<file path="config.mk">
export PLATFORM = sky130hd
export DESIGN_NAME = id_ex_forward_stage
export DESIGN_NICKNAME = d
export VERILOG_FILES = /design/src/rtl/cpu_pkg.sv /design/src/rtl/forward_unit.sv /design/src/rtl/id_ex_forward_stage.sv
export SDC_FILE = /design/constraint.sdc
export NUM_CORES = 1
export LEC_CHECK = 0
export BUFFER_PORTS_ARGS = -buffer_cell sky130_fd_sc_hd__buf_2
export CAP_MARGIN = 30
export CORE_AREA = 2 2 227 229
export DETAILED_ROUTE_END_ITERATION = 10
export DIE_AREA = 0 0 229 231
export GPL_TIMING_DRIVEN = 0
export SYNTH_ARGS = -nofsm -noshare
export SYNTH_HDL_FRONTEND = slang
export SYNTH_SLANG_ARGS = --single-unit
</file>
<file path="constraint.sdc">
create_clock -name clk -period 17.31 [get_ports clk]
set_input_delay 2.5965 -clock clk [delete_from_list [all_inputs] [get_ports clk]]
set_output_delay 2.5965 -clock clk [all_outputs]
set_load 0.01 [all_outputs]
</file>
<file path="src/rtl/cpu_pkg.sv">
// Shared definitions for the 5-stage core: operand-forwarding select codes,
// default datapath widths and the layout of the EX/MEM/WB control bundle.
package cpu_pkg;

  localparam int DEFAULT_DATA_W     = 64;
  localparam int DEFAULT_REG_ADDR_W = 5;

  // ALU operand mux select: where the EX stage takes a source operand from.
  localparam logic [1:0] FWD_REG   = 2'b00;
  localparam logic [1:0] FWD_MEMWB = 2'b01;
  localparam logic [1:0] FWD_EXMEM = 2'b10;

  // Control bundle carried opaquely through ID/EX; consumed by later stages.
  typedef struct packed {
    logic [3:0] alu_op;
    logic       alu_src;
    logic       mem_write;
    logic       branch;
    logic       mem_to_reg;
  } ex_ctrl_t;

  localparam int DEFAULT_CTRL_W = $bits(ex_ctrl_t);

endpackage

</file>
<file path="src/rtl/forward_unit.sv">
// Combinational forwarding selects for both ALU source operands of the
// instruction currently in EX. The younger EX/MEM producer wins over MEM/WB.
module forward_unit
  import cpu_pkg::*;
#(
  parameter int REG_ADDR_W = DEFAULT_REG_ADDR_W
) (
  input  logic                  ex_valid,
  input  logic [REG_ADDR_W-1:0] ex_rs1,
  input  logic [REG_ADDR_W-1:0] ex_rs2,
  input  logic [REG_ADDR_W-1:0] exmem_rd,
  input  logic                  exmem_reg_write,
  input  logic [REG_ADDR_W-1:0] memwb_rd,
  input  logic                  memwb_reg_write,
  output logic [1:0]            forward_a,
  output logic [1:0]            forward_b
);

  always_comb begin
    // NOTE: every output gets a default first so no path through the block
    // leaves it unassigned, which would otherwise infer a latch.
    forward_a = FWD_REG;
    forward_b = FWD_REG;

    // x0 is hard-wired to zero, so a write to it is never a real producer.
    if (ex_valid && ex_rs1 != '0) begin
      if (exmem_reg_write && exmem_rd == ex_rs1)      forward_a = FWD_EXMEM;
      else if (memwb_reg_write && memwb_rd == ex_rs1) forward_a = FWD_MEMWB;
    end

    if (ex_valid && ex_rs2 != '0) begin
      if (exmem_reg_write && exmem_rd == ex_rs2)      forward_b = FWD_EXMEM;
      else if (memwb_reg_write && memwb_rd == ex_rs2) forward_b = FWD_MEMWB;
    end
  end

endmodule

</file>
<file path="src/rtl/id_ex_forward_stage.sv">
// ID/EX pipeline register with bubble insertion on flush or load-use stall,
// plus the load-use stall detector and the operand forwarding unit.
module id_ex_forward_stage
  import cpu_pkg::*;
#(
  parameter int DATA_W     = DEFAULT_DATA_W,
  parameter int REG_ADDR_W = DEFAULT_REG_ADDR_W,
  parameter int CTRL_W     = DEFAULT_CTRL_W
) (
  input  logic                  clk,
  input  logic                  reset,
  input  logic                  flush,
  input  logic                  id_valid,
  input  logic [DATA_W-1:0]     id_pc,
  input  logic [DATA_W-1:0]     id_rs1_data,
  input  logic [DATA_W-1:0]     id_rs2_data,
  input  logic [DATA_W-1:0]     id_imm,
  input  logic [REG_ADDR_W-1:0] id_rs1,
  input  logic [REG_ADDR_W-1:0] id_rs2,
  input  logic [REG_ADDR_W-1:0] id_rd,
  input  logic                  id_mem_read,
  input  logic                  id_reg_write,
  input  logic [CTRL_W-1:0]     id_ctrl,
  input  logic [REG_ADDR_W-1:0] exmem_rd,
  input  logic                  exmem_reg_write,
  input  logic [REG_ADDR_W-1:0] memwb_rd,
  input  logic                  memwb_reg_write,
  output logic                  ex_valid,
  output logic [DATA_W-1:0]     ex_pc,
  output logic [DATA_W-1:0]     ex_rs1_data,
  output logic [DATA_W-1:0]     ex_rs2_data,
  output logic [DATA_W-1:0]     ex_imm,
  output logic [REG_ADDR_W-1:0] ex_rs1,
  output logic [REG_ADDR_W-1:0] ex_rs2,
  output logic [REG_ADDR_W-1:0] ex_rd,
  output logic                  ex_mem_read,
  output logic                  ex_reg_write,
  output logic [CTRL_W-1:0]     ex_ctrl,
  output logic [1:0]            forward_a,
  output logic [1:0]            forward_b,
  output logic                  stall
);

  // A load in EX cannot forward its data in time to a dependent instruction in ID.
  assign stall = ex_valid && ex_mem_read && (ex_rd != '0) && id_valid &&
                 ((ex_rd == id_rs1) || (ex_rd == id_rs2));

  // NOTE: state registers use non-blocking assignments so every flop samples
  // the pre-edge values, independent of statement order.
  always_ff @(posedge clk or posedge reset) begin
    if (reset) begin
      ex_valid     <= 1'b0;
      ex_pc        <= '0;
      ex_rs1_data  <= '0;
      ex_rs2_data  <= '0;
      ex_imm       <= '0;
      ex_rs1       <= '0;
      ex_rs2       <= '0;
      ex_rd        <= '0;
      ex_mem_read  <= 1'b0;
      ex_reg_write <= 1'b0;
      ex_ctrl      <= '0;
    end else if (flush || stall) begin
      // Bubble: data fields are zeroed too so a killed slot never matches a forward.
      ex_valid     <= 1'b0;
      ex_pc        <= '0;
      ex_rs1_data  <= '0;
      ex_rs2_data  <= '0;
      ex_imm       <= '0;
      ex_rs1       <= '0;
      ex_rs2       <= '0;
      ex_rd        <= '0;
      ex_mem_read  <= 1'b0;
      ex_reg_write <= 1'b0;
      ex_ctrl      <= '0;
    end else begin
      ex_valid     <= id_valid;
      ex_pc        <= id_pc;
      ex_rs1_data  <= id_rs1_data;
      ex_rs2_data  <= id_rs2_data;
      ex_imm       <= id_imm;
      ex_rs1       <= id_rs1;
      ex_rs2       <= id_rs2;
      ex_rd        <= id_rd;
      ex_mem_read  <= id_valid && id_mem_read;
      ex_reg_write <= id_valid && id_reg_write;
      ex_ctrl      <= id_ctrl;
    end
  end

  forward_unit #(
    .REG_ADDR_W(REG_ADDR_W)
  ) u_forward_unit (
    .ex_valid        (ex_valid),
    .ex_rs1          (ex_rs1),
    .ex_rs2          (ex_rs2),
    .exmem_rd        (exmem_rd),
    .exmem_reg_write (exmem_reg_write),
    .memwb_rd        (memwb_rd),
    .memwb_reg_write (memwb_reg_write),
    .forward_a       (forward_a),
    .forward_b       (forward_b)
  );

endmodule

</file>
-- Word-level counts from Yosys, hierarchy flattened
Cells that the tools add are included.
- bits in registers: 282
- latch bits: 0
- memory bits (writable): 0
- ROM bits: 0
- input port bits: 297
- output and inout bits: 287
- word-level logic and storage cells: 51
- memories: 0
- add/subtract/negate cells: 0
- $mul: 0
- div/mod/pow operators: 0
- magnitude comparators: 0
- equality and inequality tests: 6
- shift operators: 0
- mux-type cells: 17
- bitwise gates (word level): 0
- reduce and logical (&&, ||, !) cells: 17
- operator list (operator ; count):
    64-bit 2-to-1 mux ; 4
    5-bit == test ; 6
    5-bit 2-to-1 mux ; 3
    5-bit nonzero test ; 3
    1-bit logical AND ; 12
    2-bit 2-to-1 mux ; 4
    8-bit 2-to-1 mux ; 1
    1-bit 2-to-1 mux ; 5
    1-bit logical OR ; 2

-- Logic depth before layout (Yosys ltp)
Gate-level depths: netlist (run 1).
- depth after elaboration: 6
- depth in mapped cells: 6
- gate-level depth less buffers: 4

-- Cells and area by module
Synthesis (run 1) repeated with hierarchy kept, for this count alone.
- cells, all modules: 998
- area, all modules: 11134.4 µm²
- modules (own cells, without submodules) (module ; instances ; cells each ; area each (µm²) ; seq. area each (µm²)):
    id_ex_forward_stage ; 1 ; 960 ; 10840.4 ; 7056.8
    forward_unit ; 1 ; 38 ; 294.0 ; 0.0

-- Worst setup path after synthesis (run 1)
Ideal clock, no wire load.
- path type: input to output
- from: in memwb_rd[1]
- to: out forward_a[0]
- arrival: 3432 ps
- required time: 14713 ps
- setup slack: 11281 ps
- cell stages on the path: 4
- path buffers: 0
- cells stage by stage: xor2_1 nor4_1 nand3_1 nor3b_1
- word-level cells in the longest chain between the ends: 5
- RTL lines (item ; line ; source):
    from (decl) ; id_ex_forward_stage.sv:26 ; input logic [REG_ADDR_W-1:0] memwb_rd,
    5-bit == test ; forward_unit.sv:28 ; else if (memwb_reg_write && memwb_rd == ex_rs1) forward_a = FWD_MEMWB;
    1-bit logical AND ; forward_unit.sv:28 ;
    1-bit 2-to-1 mux ; forward_unit.sv:28 ;
    2-bit 2-to-1 mux ; forward_unit.sv:27 ; if (exmem_reg_write && exmem_rd == ex_rs1) forward_a = FWD_EXMEM;
    2-bit 2-to-1 mux ; forward_unit.sv:26 ; if (ex_valid && ex_rs1 != '0) begin
    to (decl) ; id_ex_forward_stage.sv:39 ; output logic [1:0] forward_a,
Every way passes these cells.

-- Worst setup path in the final report (run 1)
- from: in id_valid
- to: out stall
- word-level cells in the longest chain between the ends: 2
- RTL lines (item ; line ; source):
    from (decl) ; id_ex_forward_stage.sv:13 ; input logic id_valid,
    1-bit logical AND (2 in a row) ; id_ex_forward_stage.sv:45 ; assign stall = ex_valid && ex_mem_read && (ex_rd != '0) && id_valid &&
    to (decl) ; id_ex_forward_stage.sv:41 ; output logic stall
Every way passes these cells.

==> results of run 1 <==
## flip-flops by register name, indices dropped and copies added (netlist names)
| register | flops |
|---|---|
| ex_rd | 5 |
| ex_valid | 1 |
| ex_rs1_data | 64 |
| ex_reg_write | 1 |
| ex_rs2_data | 64 |
| ex_pc | 64 |
| ex_rs2 | 5 |
| ex_mem_read | 1 |
| ex_imm | 64 |
| ex_ctrl | 8 |
| ex_rs1 | 5 |
## critical path, stage by stage
cell and delay, ns:
buf_2 0.12, nand3_1 0.12, a21oi_1 0.53, clkbuf_1 0.53, and2_1 0.21, buf_2 0.16
## stage by stage
| stage | total power (uW) | instances | area, um^2 |
|---|---|---|---|
| final | 1620 | 2316 | 16000 |
| after global routing | 1690 | 2316 | 16000 |
| after CTS | 1650 | 2315 | 16000 |
| after detailed placement | 909 | 2260 | 14900 |
| after global placement | 905 | 2258 | 14800 |
| after floorplan | 806 | 996 | 11100 |
## where the power goes
| part | internal, uW | total [uW] | switching [uW] |
|---|---|---|---|
| sequential | 692 | 704 | 12.1 |
| combinational | 81.6 | 189 | 108 |
| clock | 459 | 731 | 272 |
| total | 1230 | 1620 | 392 |
## metal layers
metal	vias to the layer above	share of wire	GRT usage	routed length (um)
li1	4492	-	-	-
met1	4587	0.39	0.171	15400
met2	458	0.48	0.240	18900
met3	74	0.091	0.0419	3570
met4	4	0.032	0.0528	1240
met5	-	0.00069	0	27
## path summary, 6_finish.rpt
path                          start          to  slack (ns)  cells past startpoint
setup / recovery           id_valid       stall       10.45                      6
hold / removal             ex_rd[3]   ex_pc[63]        1.13                      5
setup reg to reg           ex_rd[1]   ex_pc[19]       15.11                      5
hold reg to reg            ex_rd[3]   ex_pc[63]        1.13                      5
max in group asynchronous     reset   ex_pc[23]       14.35                      3
min in group asynchronous     reset  ex_imm[59]        2.00                      2
## cells in the mapped netlist (all sizes together)
library cell	number	area share
inv	1	0.00034
nor3b	2	0.0014
buf	50	0.023
nand2b	279	0.16
dfrtp	282	0.64
xor2	16	0.013
nand2	4	0.0014
and2	1	0.00057
nand3	7	0.0032
or4	2	0.0014
nor4	4	0.0023
o21ai	2	0.00091
clkbuf	43	0.015
o22ai	1	0.0011
xnor2	14	0.011
nor2b	1	0.00057
a21oi	282	0.13
nor3	1	0.00045
a21boi	1	0.00068
nor2	3	0.0010
## cell families after synthesis
family / after synthesis / share of synthesized area
and+or+nand+nor: 304 / 0.170
AOI/OAI and AO/OA: 286 / 0.130
DFF: 282 / 0.638
buffers and inverters: 94 / 0.0380
xor gates and xnor gates: 30 / 0.0238
## final cells by class
class | count | share of cell area
inverters | 1 | 0.000703
clock inverters | 14 | 0.0155
repair buffers | 584 | 0.185
multi-input cells | 620 | 0.224
plain buffers | 93 | 0.0260
diodes | 1 | 0.000156
well taps | 680 | 0.0531
clock buffers | 41 | 0.0551
flip-flops and latches | 282 | 0.440
==> run metrics, run 1 <==
status=finished, final reports clean; Setup Slack @ Placement=10.37 ns; post_cts resized=0; crit path DAT=4.26 ns; Initial Util=0.218; P per Cell Area=101 nW/um^2; critical path class=in2out; Leak=0.00848 uW; commonest non-fill, non-tap cells in the layout=630 x buf_2, 282 x a21oi_1, 282 x dfrtp_1, 279 x nand2b_1, 46 x clkbuf_1; CP Launch Type=input port; final setup margin=10.45 ns; Core Util, Final=0.316; GR Util All Layers=0.142; multi-input logic area=3580 um^2; DRC Markers=0; post-layout min period=6.86 ns; GPL Wtd Cong=0.901; Worst Tran Pin Value=0.731 ns; DR WL/cell=16.9 um; Ys Warns=0; largest net degree at the start of global routing=125; first-pass GRT wire length=58.5 mm; Worst VDD drop=0.0720 mV; die area=52900 um^2; commonest non-fill, non-tap cell in the layout=buf_2; syn nets=1293; clk sinks=282; antenna violation net count after detailed routing=0; syn_area_per_cell=11.1 um^2; unrepaired setup endpoints after global routing=no; Crit Path Max Fanout=10; vias=9615; number of antenna violations at the first check in global routing=8; Filler cells=5310; CTS root buf=clkbuf_16; area grow syn2layout=44.8%; Post-CTS Setup Inserts=0; hold_ws=1.13 ns; clock-pin slew on the worst setup and hold paths=0.06 ns; CTS H-tree lvls=1; GRT Residual Overflow=0; die boundary height=231 um; routed vias/inst=4.15; Post-CTS Hold Fix Bufs=0; CTS max path bufs=3; relative slew slack=0.513; Hold Violations, Final=0; total negative slack=0 ns; Seq/Total Area, Yosys=0.638; HPWL after detailed placement=30.8 mm; Pins Over Slew Limit=0; I/O Pins=584; setup violators final=0; floorplan row count=83; Num CTS Buffers=31; core region area=50700 um^2; Worst EP required=14.71 ns; Final #Nets=1910; clk_lat worst skew=0.57 ns; Netlist cell types=21; Tightest Hold Check Type=reg2reg; crit end category=output port; Peak Freq=146 MHz; Cells after Synth=996; IO Port Bufs=582; storage element area=7060 um^2; Starting DRT DRC Count=358; max cap viols=0; synthesized area=11100 um^2; Layout Skew=0.0101 ns; Synth Register Bits=282; chip width=229 um; share of layout cells above drive strength 1=0.421; TritonCTS clock tree=done; detailed-route wire length=39.1 mm; drt first pass iters=4; post-route clock period utilization=0.396; vias in the first global route=9981
Note: power is estimated with default switching activity, not from simulation.
==> run 2: changes to the inputs <==
clock period = 6.55 ns   (was 17.31 ns; I/O delays follow)
==> run 2 against run 1 <==
Compared with the run above: clock power rose to 2.7 times the previous value; via count up 0.97%; cell area up 0.79%; critical path depth unchanged; sequential power rose to 2.6 times the previous value; largest power group unchanged.
==> run metrics, run 2 (synthesis results as in run 1) <==
CP peak stage delay=0.53 ns; CTS root buf=clkbuf_16; Leak=0.00854 uW; Post-CTS Hold Fix Bufs=0; crit path DAT=2.56 ns; chip width=229 um; Area after DPL=15000 um^2; unrepaired setup endpoints after global routing=no; share of layout cells above drive strength 1=0.425; Tightest Hold Check Type=in2async; GR Util All Layers=0.142; Hold Violations, Final=0; TritonCTS clock tree=done; area grow syn2layout=46.0%; die boundary height=231 um; Post-CTS Setup Inserts=0; Worst EP required=5.57 ns; CTS max path bufs=3; Initial Util=0.218; relative slew slack=0.476; clock-pin slew on the worst setup and hold paths=0.06 ns; Worst Tran Pin Value=0.786 ns; I/O Pins=584; final setup margin=3.01 ns; critical path class=in2out; post-route clock period utilization=0.540; vias in the first global route=10000; Num CTS Buffers=31; GPL Wtd Cong=0.927; Pins Over Slew Limit=0; DR WL/cell=17.0 um; Peak Freq=282 MHz; Routed met1 length=15.4 mm; status=finished, final reports clean; drt first pass iters=5; Overall Power=4350 uW; most used cell, CP=buf_2; first-pass GRT wire length=58.3 mm; GRT Residual Overflow=0; total negative slack=0 ns; hold_ws=0.415 ns; detailed-route wire length=39.5 mm; largest net degree at the start of global routing=44; post-route cell area=16100 um^2; floorplan row count=83; P per Cell Area=269 nW/um^2; post_cts resized=0; max cap viols=0; post-layout min period=3.54 ns; slowest CP cell=clkbuf_1; cells along the critical path=buf_2, nand3_1, a21oi_1, clkbuf_1, and2_1, buf_2; commonest non-fill, non-tap cells in the layout=630 x buf_2, 282 x a21oi_1, 282 x dfrtp_1, 279 x nand2b_1, 44 x clkbuf_1; number of antenna violations at the first check in global routing=7; Layout Skew=0.0167 ns; antenna violation net count after detailed routing=0; core region area=50700 um^2; routed vias/inst=4.17; Crit Path Max Fanout=10; HPWL after detailed placement=31.2 mm; Worst VDD drop=0.201 mV; clk sinks=282; die area=52900 um^2; CP Launch Type=input port; Starting DRT DRC Count=280; Final #Nets=1915; WL met2=19.2 mm; Met3 Routed Length=3.62 mm; vias=9708; DRC Markers=0; commonest non-fill, non-tap cell in the layout=buf_2; setup violators final=0; CTS H-tree lvls=1; Setup Slack @ Placement=2.90 ns; IO Port Bufs=582; clk_lat worst skew=0.58 ns; crit end category=output port; Max Used Layer=met5
-- run 2: cell types whose count changed in the layout (fill, tap and decap cells not counted) --
cell	previous run	this run
buf_12	0	7
clkinv_2	6	9
buf_16	2	0
clkbuf_1	46	44
clkinvlp_4	1	3
diode_2	1	3
bufinv_16	7	8
clkbuf_8	7	6
inv_6	0	1
inv_8	1	0
-- run 2: path summary, 6_finish.rpt --
kind / startpoint / end / slack [ns] / cells past startpoint
setup / recovery: id_valid / stall / 3.01 / 6
hold / removal: reset / ex_rs2_data[15] / 0.42 / 2
setup reg to reg: ex_valid / ex_pc[55] / 4.37 / 5
hold reg to reg: ex_rd[3] / ex_pc[63] / 1.17 / 5
max in group asynchronous: reset / ex_rs1_data[34] / 4.76 / 6
min in group clk: id_reg_write / ex_reg_write / 0.62 / 3
-- run 2: worst max-delay path: cells and delay by family --
| kind | cells | cell delay, ns |
|---|---|---|
| buffers and inverters | 3 | 0.77 |
| AOI/OAI and AO/OA | 1 | 0.48 |
| and+or+nand+nor | 2 | 0.32 |
-- run 2: cell type report --
| cell class | instances | area [um^2] |
|---|---|---|
| Antenna cell | 3 | 7.51 |
| Buffer | 93 | 417 |
| Sequential cell | 282 | 7060 |
| Inverter | 1 | 7.51 |
| Multi-Input combinational cell | 620 | 3580 |
| Timing Repair Buffer | 589 | 3050 |
| Clock buffer | 38 | 862 |
| Tap cell | 680 | 851 |
| Clock inverter | 20 | 309 |
| Fill cell | 5341 | 34500 |
-- run 2: power by group --
| part | switching [uW] | internal (uW) | total (uW) |
|---|---|---|---|
| clock network | 731 | 1240 | 1980 |
| registers | 31.4 | 1830 | 1860 |
| logic | 288 | 221 | 509 |
-- run 2: layer usage --
metal	vias to the layer above	GRT usage
met5	-	0
met4	2	0.0448
met3	83	0.0474
met2	468	0.248
met1	4653	0.164
li1	4502	-
-- run 2: metrics by stage --
step | cells | util
2_1_floorplan | 996 | -
3_3_place_gp | 2258 | 0.293
3_5_place_dp | 2265 | 0.295
4_1_cts | 2323 | 0.318
5_1_grt | 2324 | 0.319
6_report | 2326 | 0.319
